File: src/rtl/change_dispenser.sv
`default_nettype none
// ============================================================================
// Module   : change_dispenser
// Purpose  : Greedy change dispenser driving a coin hopper one coin at a time,
//            with per-denomination inventory. Macro CHANGE_TIMEOUT_EN adds an
//            ack timeout while a coin is offered.
// Revision : 1.0 - initial release
// ============================================================================
module change_dispenser #(
    parameter int AMT_W   = 6,
    parameter int CNT_W   = 8,
    parameter int INIT_20 = 8,
    parameter int INIT_10 = 8,
    parameter int INIT_5  = 8,
    parameter int TIMEOUT = 16
) (
    input  logic             clk,
    input  logic             rst_n,
    input  logic             req_valid,
    output logic             req_ready,
    input  logic [AMT_W-1:0] req_amount,
    output logic [1:0]       coin,
    output logic             coin_valid,
    input  logic             coin_ack,
    output logic             done,
    output logic             short,
    output logic [AMT_W-1:0] remaining,
    input  logic             refill_valid,
    input  logic [1:0]       refill_coin,
    output logic [2:0]       empty
);

    typedef enum logic [1:0] {
        S_IDLE   = 2'd0,
        S_SELECT = 2'd1,
        S_OFFER  = 2'd2,
        S_DONE   = 2'd3
    } state_t;

`ifdef CHANGE_TIMEOUT_EN
    localparam logic c_tmo_en = 1'b1;
`else
    localparam logic c_tmo_en = 1'b0;
`endif
    localparam int               c_tmo_w    = (TIMEOUT > 1) ? $clog2(TIMEOUT) : 1;
    localparam logic [c_tmo_w-1:0] c_tmo_last = c_tmo_w'(TIMEOUT - 1);

    state_t             r_state, w_state_nxt;
    logic [AMT_W-1:0]   r_rem, w_rem_nxt;
    logic [1:0]         r_coin, w_coin_nxt;
    logic               r_cv, w_cv_nxt;
    logic               r_done, w_done_nxt;
    logic               r_short, w_short_nxt;
    logic               r_ready;
    logic               w_take;
    logic               w_tmo_hit;
    logic [c_tmo_w-1:0] r_tmo;
    logic [2:0]         w_avail;
    logic [AMT_W-1:0]   w_coin_amt;

    // Inventory index 0/1/2 holds 5/10/20 coins, i.e. coin code = index + 1
    for (genvar gi = 0; gi < 3; gi++) begin : g_inv
        localparam int c_init = (gi == 2) ? INIT_20 : ((gi == 1) ? INIT_10 : INIT_5);
        logic [CNT_W-1:0] r_cnt;
        logic             w_inc;
        logic             w_dec;

        assign w_inc = refill_valid && (refill_coin == 2'(gi + 1));
        assign w_dec = w_take && (r_coin == 2'(gi + 1));

        always_ff @(posedge clk or negedge rst_n) begin
            if (!rst_n) begin
                r_cnt <= CNT_W'(c_init);
            end else if (w_inc && !w_dec) begin
                if (r_cnt != '1) begin
                    r_cnt <= r_cnt + CNT_W'(1);
                end
            end else if (w_dec && !w_inc) begin
                r_cnt <= r_cnt - CNT_W'(1);
            end
        end

        assign w_avail[gi] = (r_cnt != '0);
        assign empty[gi]   = (r_cnt == '0);
    end

    assign w_coin_amt = (r_coin == 2'b11) ? AMT_W'(4) :
                        (r_coin == 2'b10) ? AMT_W'(2) : AMT_W'(1);

    // Timer stays at zero outside OFFER, so every offer starts a fresh count
    always_ff @(posedge clk or negedge rst_n) begin
        if (!rst_n) begin
            r_tmo <= '0;
        end else if (c_tmo_en && (r_state == S_OFFER) && !coin_ack) begin
            r_tmo <= r_tmo + c_tmo_w'(1);
        end else begin
            r_tmo <= '0;
        end
    end

    assign w_tmo_hit = c_tmo_en && (r_state == S_OFFER) && (r_tmo == c_tmo_last);

    always_comb begin
        w_state_nxt = r_state;
        w_rem_nxt   = r_rem;
        w_coin_nxt  = r_coin;
        w_cv_nxt    = r_cv;
        w_done_nxt  = 1'b0;
        w_short_nxt = 1'b0;
        w_take      = 1'b0;
        case (r_state)
            S_IDLE: begin
                if (req_valid) begin
                    w_rem_nxt   = req_amount;
                    w_state_nxt = S_SELECT;
                end
            end
            S_SELECT: begin
                if (r_rem == '0) begin
                    w_done_nxt  = 1'b1;
                    w_state_nxt = S_DONE;
                end else if ((r_rem >= AMT_W'(4)) && w_avail[2]) begin
                    w_coin_nxt  = 2'b11;
                    w_cv_nxt    = 1'b1;
                    w_state_nxt = S_OFFER;
                end else if ((r_rem >= AMT_W'(2)) && w_avail[1]) begin
                    w_coin_nxt  = 2'b10;
                    w_cv_nxt    = 1'b1;
                    w_state_nxt = S_OFFER;
                end else if (w_avail[0]) begin
                    w_coin_nxt  = 2'b01;
                    w_cv_nxt    = 1'b1;
                    w_state_nxt = S_OFFER;
                end else begin
                    w_done_nxt  = 1'b1;
                    w_short_nxt = 1'b1;
                    w_state_nxt = S_DONE;
                end
            end
            S_OFFER: begin
                if (coin_ack) begin
                    w_take      = 1'b1;
                    w_rem_nxt   = r_rem - w_coin_amt;
                    w_coin_nxt  = 2'b00;
                    w_cv_nxt    = 1'b0;
                    w_state_nxt = S_SELECT;
                end else if (w_tmo_hit) begin
                    w_coin_nxt  = 2'b00;
                    w_cv_nxt    = 1'b0;
                    w_done_nxt  = 1'b1;
                    w_short_nxt = 1'b1;
                    w_state_nxt = S_DONE;
                end
            end
            S_DONE: begin
                w_state_nxt = S_IDLE;
            end
            default: begin
                w_state_nxt = S_IDLE;
            end
        endcase
    end

    always_ff @(posedge clk or negedge rst_n) begin
        if (!rst_n) begin
            r_state <= S_IDLE;
            r_rem   <= '0;
            r_coin  <= 2'b00;
            r_cv    <= 1'b0;
            r_done  <= 1'b0;
            r_short <= 1'b0;
            r_ready <= 1'b0;
        end else begin
            r_state <= w_state_nxt;
            r_rem   <= w_rem_nxt;
            r_coin  <= w_coin_nxt;
            r_cv    <= w_cv_nxt;
            r_done  <= w_done_nxt;
            r_short <= w_short_nxt;
            r_ready <= (w_state_nxt == S_IDLE);
        end
    end

    assign req_ready  = r_ready;
    assign coin       = r_coin;
    assign coin_valid = r_cv;
    assign done       = r_done;
    assign short      = r_short;
    assign remaining  = r_rem;

endmodule
`default_nettype wire

File: config.mk
export PLATFORM = sky130hd
export DESIGN_NAME = change_dispenser
export DESIGN_NICKNAME = d
export VERILOG_FILES = /design/src/rtl/change_dispenser.sv
export SDC_FILE = /design/constraint.sdc
export NUM_CORES = 1
export LEC_CHECK = 0
export ABC_AREA = 1
export CAP_MARGIN = 10
export CORE_ASPECT_RATIO = 1.25
export CORE_MARGIN = 2
export CORE_UTILIZATION = 53
export CTS_CLUSTER_SIZE = 40
export DETAILED_ROUTE_END_ITERATION = 6
export PLACE_DENSITY_LB_ADDON = 0.1
export SYNTH_ARGS = -nofsm -noshare
export SYNTH_HDL_FRONTEND = slang
export SYNTH_SLANG_ARGS = --single-unit
File: constraint.sdc
create_clock -name clk -period 2.7 [get_ports clk]
set_input_delay 0.27 -clock clk [delete_from_list [all_inputs] [get_ports clk]]
set_output_delay 0.27 -clock clk [all_outputs]
set_load 0.03 [all_outputs]
==> metrics.yaml, run 1 <==
cts_buffers: 5
critPathLaunchType: "register"
die_y_um: 86.9
setup_viol: 0
port_buffers: 27
ys_seq_area_share_pct: 32.8
antennaDiodeCount: 0
wl_per_cell_um: 12.4
ff2ff_setup_slack_ns: 0.41
synth_top_area_cell: "dfrtp_1"
synth_common_cells: "nand2_1, inv_1, nor2_1"
grt_pass1_wl_um: 10600
grt_max_degree: 39
path_buf_inv: 2
path_max_fanout: 6
synth.avg_cell_area_um2: 7.41
synth_compound_area_share_pct: 9.85
p_leak_nw: 1.66
synthXorXnorAreaFrac_pct: 4.21
die_w_um: 70.3
fin_util_pct: 62.2
wirelength_um: 6080
start_util_pct: 54.2
cts.sinks: 38
antenna_found_initial: 0
synth_top_family_by_area: "simple AND/OR/NAND/NOR gates"
worstMarginPinSlew_ns: 0.849
critPathTopFamily: "simple AND/OR/NAND/NOR gates"
ys_async_sr_fraction_pct: 100
min_path_type: "primary input to asynchronous set/reset pin"
ir_drop_uv: 600
drive_above_1_share_pct: 11.7
drt_pre_antenna_iters: 4
crit_type: "register to register"
via_per_inst: 5.28
fmax_ghz: 0.436
vias: 2591
ys.flop_type: "dfrtp_1"
r2r_start: "r_state[0]"
place_congestion: 0.849
grt_pass1_vias: 2427
power_mw: 4.13
synth_mux_area_share_pct: 0
nFillCells: 481
met1Wirelength_um: 2770
ctsResizeCount: 0
fin_crit_sh_pct: 84.9
slowest_stage: "dfrtp_1"
routed.top_layer: "met4"
outcome: "complete, no violations"
yosys.area_share.adder_pct: 11.8
path_clk_slew_ns: 0.08
syn2layout_area_growth_pct: 14.7
root_buffer: "clkbuf_8"
clock_path_buffers: 2
cpPeakStageDelay_ns: 0.38
worstReg2RegEnd: "g_inv[2].r_cnt[3]"
drv_cap: 0
cts_tree: "built"
placedCellCount: 483
pin_count: 28
synth-edff-count: 0
worstPathArrival_ns: 2.52
ys_ff_latch: 38
die_area_mm2: 0.00610
synth_nets: 431
first_iter_violations: 123
nNetsFinal: 464
cts_hold_buf: 0
relSlewSlack_pct: 43.4
fin_cells: 491
yosys.area_share.simple_pct: 33.4
rsz0062_at_grt: "no"
endpoint_kind: "register"
crit_top_cell: "inv_1"
power_density_mw_per_mm2: 1240
wl_met2_um: 3040
postCtsSetupBuffers: 0
ff2ff_path_depth: 11
finalHoldViolations: 0
period_minus_slack_ns: 2.29
drtAntennaViolNets: 0
htreeDepth: 2
yosysUniqueCellTypes: 32
grt_use_total_pct: 21.4
synth_top_area_share_pct: 30.1
synth_most_common_cell: "nand2_1"
skew_ns: 0.00748
row_count: 30
maxSlewViolCount: 0
yosysWarnings: 0
clock_latency_ns: 0.30
grt_overflow: 0
drcViolationCount: 0
required_ns: 2.93
dp_hpwl_um: 4700
wl_met3_um: 166
crit_chain: "inv_1 -> nand3_2 -> nor2_1 -> nor2_2 -> inv_1 -> ha_1 -> or2_2 -> and2_1 -> xor2_1 -> nand2_1 -> o21ai_1"
syn_area_mm2: 0.00291
ys_top_cells_by_area: "dfrtp_1, nand2_1, ha_1"
setup_tns_ns: 0
synthCells: 393
core_area_mm2: 0.00537
## cell type report
cell class | count | area, um2 | share of cell area [%]
multi-input cells | 302 | 1720 | 51.6
repair buffers | 29 | 280 | 8.40
clock buffers | 8 | 110 | 3.30
flip-flops and latches | 38 | 955 | 28.6
inverters | 50 | 190 | 5.70
well taps | 64 | 80.1 | 2.40
## cells by family (layout without fill, tap and decap cells)
family	count (synthesis)	in the layout
buffers and inverters	53	87
DFF	38	38
adders and majority gates	25	25
and+or+nand+nor	218	218
AOI/OAI and AO/OA	45	45
xor gates and xnor gates	14	14
## flip-flops by register name, summed over array words and instances, names as in the netlist
| name | cells |
|---|---|
| r_state | 2 |
| coin_valid | 1 |
| short | 1 |
| g_inv.r_cnt | 24 |
| remaining | 6 |
| done | 1 |
| coin | 2 |
| req_ready | 1 |
## stage by stage
stage	instance area [um2]	hold slack (ns)	setup WS [ns]
2_1_floorplan	2910	-0.0256	0.502
3_3_place_gp	3230	0.429	0.184
3_5_place_dp	3230	0.430	0.119
4_1_cts	3340	0.106	0.393
5_1_grt	3340	0.140	0.159
6_report	3340	0.0732	0.408
## worst max-delay path by stage
stage	start	endpoint	slack [ns]	depth (start not counted)
6_report	r_state[0]	g_inv[2].r_cnt[3]	0.41	11
5_1_grt	r_state[0]	g_inv[0].r_cnt[7]	0.16	14
4_1_cts	r_state[0]	g_inv[0].r_cnt[7]	0.39	14
3_5_place_dp	coin_ack	g_inv[0].r_cnt[7]	0.12	14
3_3_place_gp	coin_ack	g_inv[2].r_cnt[3]	0.18	11
2_1_floorplan	coin[1]	g_inv[2].r_cnt[5]	0.50	11
## metal layers
layer  vias up  track usage (%)
met1      1213             26.2
met2        34             37.9
met5         -                0
met4         0             7.69
met3        10             3.36
li1       1334                -
## report_power, final
group          switching (mW)  leakage, nW  internal (mW)
combinational            1.50         1.14           1.01
clock                   0.207       0.0575          0.258
sequential              0.316        0.460          0.849
## placed cells by master (no fill, tap or decap), types with 2 or more instances in the layout
master           netlist  routed
nand2_1              112     112
inv_1                 47      47
nor2_1                36      36
dfrtp_1               35      35
nand3_1               32      32
clkdlybuf4s50_1        0      26
ha_1                  21      21
a21oi_1               17      17
nand4_1               15      15
o21ai_2               13      13
xor2_1                 9       9
clkbuf_8               0       8
nand2_2                7       7
o21ai_1                5       5
o21ai_0                5       5
xnor2_1                5       5
nor2_2                 4       4
or2_2                  4       4
fa_1                   4       4
dfstp_2                3       3
nand3_2                2       2
inv_2                  2       2
nand2_4                2       2
a31oi_1                2       2
buf_4                  0       2
Note: power is estimated with default switching activity, not from simulation.
==> run 2: changes to the inputs <==
--- a/config.mk
+++ b/config.mk
@@ -9,7 +9,7 @@
 export CAP_MARGIN = 10
 export CORE_ASPECT_RATIO = 1.25
 export CORE_MARGIN = 2
-export CORE_UTILIZATION = 53
+export CORE_UTILIZATION = 52
 export CTS_CLUSTER_SIZE = 40
 export DETAILED_ROUTE_END_ITERATION = 6
 export PLACE_DENSITY_LB_ADDON = 0.1
==> constraint.sdc (replaced) <==
create_clock -name clk -period 2 [get_ports clk]
set_input_delay 0.2 -clock clk [delete_from_list [all_inputs] [get_ports clk]]
set_output_delay 0.2 -clock clk [all_outputs]
set_load 0.03 [all_outputs]
==> metrics.yaml, run 2 (synthesized netlist as in run 1, its figures left out) <==
grt_use_met1_pct: 29.6
worstPathArrival_ns: 2.23
crit_chain: "nand3_4 -> buf_6 -> nor2_4 -> nor2_4 -> clkinv_4 -> buf_6 -> ha_4 -> a21oi_2 -> or2_4 -> a31oi_2 -> o21ai_2"
clock_path_buffers: 2
drt_pre_antenna_iters: 4
place_congestion: 0.851
dpl_worst_slack_ns: -0.395
min_path_type: "primary input to asynchronous set/reset pin"
grt_max_degree: 22
grt_use_total_pct: 23.1
drive_above_1_share_pct: 32.1
cts_buffers: 5
maxSlewViolCount: 0
start_util_pct: 53.8
ff2ff_path_depth: 11
syn2layout_area_growth_pct: 40.9
fin_util_pct: 75.9
cts_tree: "built"
dp_hpwl_um: 5160
wirelength_um: 7100
drcViolationCount: 0
met3_usage_pct: 2.88
worstMarginPinSlew_ns: 0.435
drv_cap: 0
die_y_um: 87.6
core_area_mm2: 0.00541
r2r_start: "r_state[1]"
nNetsFinal: 514
grt_pass1_wl_um: 11600
met2_usage_pct: 40.6
path_clk_slew_ns: 0.08
grt_overflow: 0
cpPeakStageDelay_ns: 0.42
relSlewSlack_pct: 70.9
required_ns: 2.19
rsz0062_at_grt: "yes"
path_max_fanout: 7
final_cell_mix: "nand2_1, buf_4, inv_1"
layout_commonest_cell: "nand2_1"
clock_latency_ns: 0.30
period_minus_slack_ns: 2.05
port_buffers: 27
root_buffer: "clkbuf_8"
crit_type: "register to register"
ff2ff_setup_slack_ns: -0.05
slowest_stage: "dfrtp_1"
antenna_found_initial: 0
antennaDiodeCount: 0
top_register: "g_inv.r_cnt"
critPathLaunchType: "register"
cts.sinks: 38
largest_reg_flops: 24
worstReg2RegEnd: "g_inv[1].r_cnt[6]"
die_w_um: 70.9
via_per_inst: 5.25
power_density_mw_per_mm2: 1660
finalWorstSetupSlack_ns: -0.0490
endpoint_kind: "register"
first_iter_violations: 110
die_area_mm2: 0.00621
p_leak_nw: 1.97
htreeDepth: 2
outcome: "finished, violations left"
fmax_ghz: 0.488
ir_drop_uv: 1000
row_count: 30
vias: 2840
fin_crit_sh_pct: 102
setup_viol: 3
grt_busiest_layer: "met2"
drtAntennaViolNets: 0
grt_pass1_vias: 2630
wl_per_cell_um: 13.1
pin_count: 28
power_mw: 6.82
finalHoldViolations: 0
skew_ns: 0.00762
violations: "setup timing"
[run 2: layout make-up]
class | instances | area (um2)
Fill cell | 403 | 1300
Clock buffer | 7 | 86.3
Multi-Input combinational cell | 302 | 2090
Tap cell | 64 | 80.1
Timing Repair Buffer | 79 | 679
Clock inverter | 1 | 5.00
Sequential cell | 38 | 957
Inverter | 50 | 205
[run 2: stage by stage]
stage | instance area (um2) | setup TNS, ns | instances | hold WS [ns]
final | 4100 | -0.0604 | 541 | 0.376
after global routing | 4100 | -1.04 | 541 | 0.404
after CTS | 3780 | -0.0170 | 537 | 0.388
after detailed placement | 3570 | -4.67 | 523 | 0.166
after global placement | 3570 | -3.97 | 523 | 0.163
after floorplan | 2940 | 0 | 393 | -0.0956
[run 2: per-layer routing]
metal	up-vias	routed length, um
met5	-	0
met4	0	90
met3	8	133
met2	31	3650
met1	1353	3230
li1	1448	-
[run 2: timing repair]
| action | CTS | global route |
|---|---|---|
| buffers inserted | 5 | 4 |
| gates resized for setup | 16 | 58 |
| pin swaps | 5 | 22 |
| setup endpoints to repair | 14 | 15 |
| endpoints found under the hold margin | 16 | 0 |
| hold buffers | 1 | 0 |
[run 2: worst max-delay path by stage]
stage	cells after the start	slack (ns)	to	startpoint
floorplan	10	0.008	g_inv[1].r_cnt[6]	coin[0]
global placement	15	-0.33	g_inv[1].r_cnt[7]	coin_ack
detailed placement	15	-0.40	g_inv[1].r_cnt[7]	coin_ack
CTS	12	-0.01	g_inv[2].r_cnt[5]	r_state[0]
global route	13	-0.15	g_inv[1].r_cnt[6]	r_state[0]
finish	11	-0.05	g_inv[1].r_cnt[6]	r_state[1]
[run 2: worst max-delay path: cells and delay by family (launching register included)]
kind | cells | cell delay, ns
adder cells (fa/ha/maj) | 1 | 0.29
flip-flops | 1 | 0.42
buffers and inverters | 3 | 0.39
AO/OA/AOI/OAI | 3 | 0.32
AND/OR/NAND/NOR | 4 | 0.51
[run 2: power breakdown]
part           total [mW]  internal (mW)  switching (mW)
Sequential           1.66           1.15           0.504
Clock               0.558          0.278           0.279
Combinational        4.60           2.18            2.43
Total                6.82           3.61            3.21
==> run 3: changes to the inputs <==
--- a/config.mk
+++ b/config.mk
@@ -12,6 +12,8 @@
 export CORE_UTILIZATION = 52
 export CTS_CLUSTER_SIZE = 40
 export DETAILED_ROUTE_END_ITERATION = 6
+export GPL_TIMING_DRIVEN = 0
+export HOLD_SLACK_MARGIN = 0.03
 export PLACE_DENSITY_LB_ADDON = 0.1
 export SYNTH_ARGS = -nofsm -noshare
 export SYNTH_HDL_FRONTEND = slang
==> metrics.yaml, run 3 (synthesized netlist as in run 1, its figures left out) <==
met1Wirelength_um: 2860
drtAntennaViolNets: 0
grt_use_total_pct: 21.9
nNetsFinal: 483
drt_pre_antenna_iters: 5
power_density_mw_per_mm2: 1640
clock_path_buffers: 2
grt_pass1_wl_um: 10900
cts.sinks: 38
cts_tree: "built"
start_util_pct: 53.8
cts_buffers: 5
fmax_ghz: 0.503
grt_max_degree: 39
skew_ns: 0.0115
setup_viol: 0
row_count: 30
largest_reg_flops: 24
maxSlewViolCount: 0
core_area_mm2: 0.00541
power.net_switching_mw: 2.99
combPwrFrac_pct: 64.5
outcome: "complete, no violations"
worstPathArrival_ns: 2.17
critPathLaunchType: "register"
clkPwrFrac_pct: 9.1
finalHoldViolations: 0
fin_cells: 510
clock_latency_ns: 0.30
path_max_fanout: 8
die_w_um: 70.9
dp_hpwl_um: 4620
relSlewSlack_pct: 42.2
ff2ff_path_depth: 12
final_cell_mix: "nand2_1, inv_1, nor2_1"
p_int_mw: 3.26
antennaDiodeCount: 0
wirelength_um: 6670
place_congestion: 0.807
htreeDepth: 2
antenna_found_initial: 0
port_buffers: 27
worstMarginPinSlew_ns: 0.866
min_path_type: "primary input to asynchronous set/reset pin"
first_iter_violations: 159
routed.top_layer: "met4"
top_register: "g_inv.r_cnt"
grt_pass1_vias: 2482
fin_crit_sh_pct: 99.4
drive_above_1_share_pct: 24.7
endpoint_kind: "register"
startpoint: "r_state[1]"
nFillCells: 444
drcViolationCount: 0
ir_drop_uv: 857
rsz0062_at_grt: "yes"
crit_type: "register to register"
vias: 2725
root_buffer: "clkbuf_8"
seqPwrFrac_pct: 26.4
netSwitchingFraction_pct: 47.9
wl_met2_um: 3460
syn2layout_area_growth_pct: 30.6
p_leak_nw: 1.81
wl_met3_um: 242
r2r_start: "r_state[1]"
path_clk_slew_ns: 0.08
die_y_um: 87.6
layout_commonest_cell: "nand2_1"
die_area_mm2: 0.00621
fin_util_pct: 70.3
grt_overflow: 0
pin_count: 28
placedCellCount: 484
required_ns: 2.19
via_per_inst: 5.34
wl_per_cell_um: 13.1
period_minus_slack_ns: 1.99
drv_cap: 0
-- run 3: cell count changes in the layout (fill, tap and decap cells not counted), sizes merged --
cell           change
inv                +1
dlymetal6s2s       -1
dlygate4sd3        -1
clkdlybuf4s50      +1
clkinv             -1
buf               -30
-- run 3: power groups by stage --
stage	Sequential (mW)	Clock [mW]	Combinational (mW)
final	1.65	0.567	4.03
after global placement	1.59	0	3.33
after CTS	1.62	0.578	3.57
after detailed placement	1.60	0	3.40
after floorplan	1.70	0	2.48
after global routing	1.71	0.614	4.55
-- run 3: area by class of cell --
type	count	area [um2]	area share [%]
clock buffer	7	86.3	2.27
clock inverter	1	5.00	0.132
sequential	38	958	25.2
buffer	3	42.5	1.12
timing repair buffer	45	419	11.0
inverter	50	205	5.40
tap	64	80.1	2.11
multi-input combinational	302	2000	52.7
-- run 3: worst paths after layout --
| check | to | slack, ns |
|---|---|---|
| hold / removal | remaining[4] | 0.002 |
| setup reg to reg | g_inv[2].r_cnt[7] | 0.01 |
| hold reg to reg | coin_valid | 0.50 |
| max in group asynchronous | coin[0] | 1.39 |
| min in group clk | remaining[1] | 0.49 |
| setup / recovery | g_inv[2].r_cnt[7] | 0.01 |
-- run 3: timing repair --
| action | CTS | global route |
|---|---|---|
| pin swaps | 5 | 24 |
| setup buffers | 5 | 13 |
| resized for setup | 25 | 36 |
| endpoints found under the setup margin | 16 | 12 |
| hold buffers | 0 | 0 |
-- run 3: critical path, stage by stage, from the launching register on --
cell      delay [ns]
dfrtp_2         0.44
nand3_4         0.15
nor2_4          0.06
nor2_4          0.12
clkinv_4        0.14
ha_4            0.33
nand2_1         0.07
nor2_1          0.17
nand3_2         0.09
nand3_1         0.13
nand3_2         0.08
nand2_1         0.06
nand2_1         0.04
-- run 3: per-stage QoR --
stage                     cell area (um2)  setup slack (ns)  hold slack [ns]  power [mW]  setup TNS (ns)
after floorplan                      2940           0.00847          -0.0956        4.18               0
after global placement               3290            -0.406            0.468        4.92          -13.60
after detailed placement             3280            -0.451            0.370        5.00           -5.09
after CTS                            3530           -0.0351           0.0467        5.77         -0.0382
after global routing                 3800            -0.134           0.0898        6.87          -0.514
final                                3800            0.0124          0.00216        6.25               0
-- run 3: per-layer routing --
layer  up-vias  track usage, %
met4         0            6.52
met3        10            3.57
met1      1278            27.4
met5         -               0
li1       1384               -
met2        53            39.1
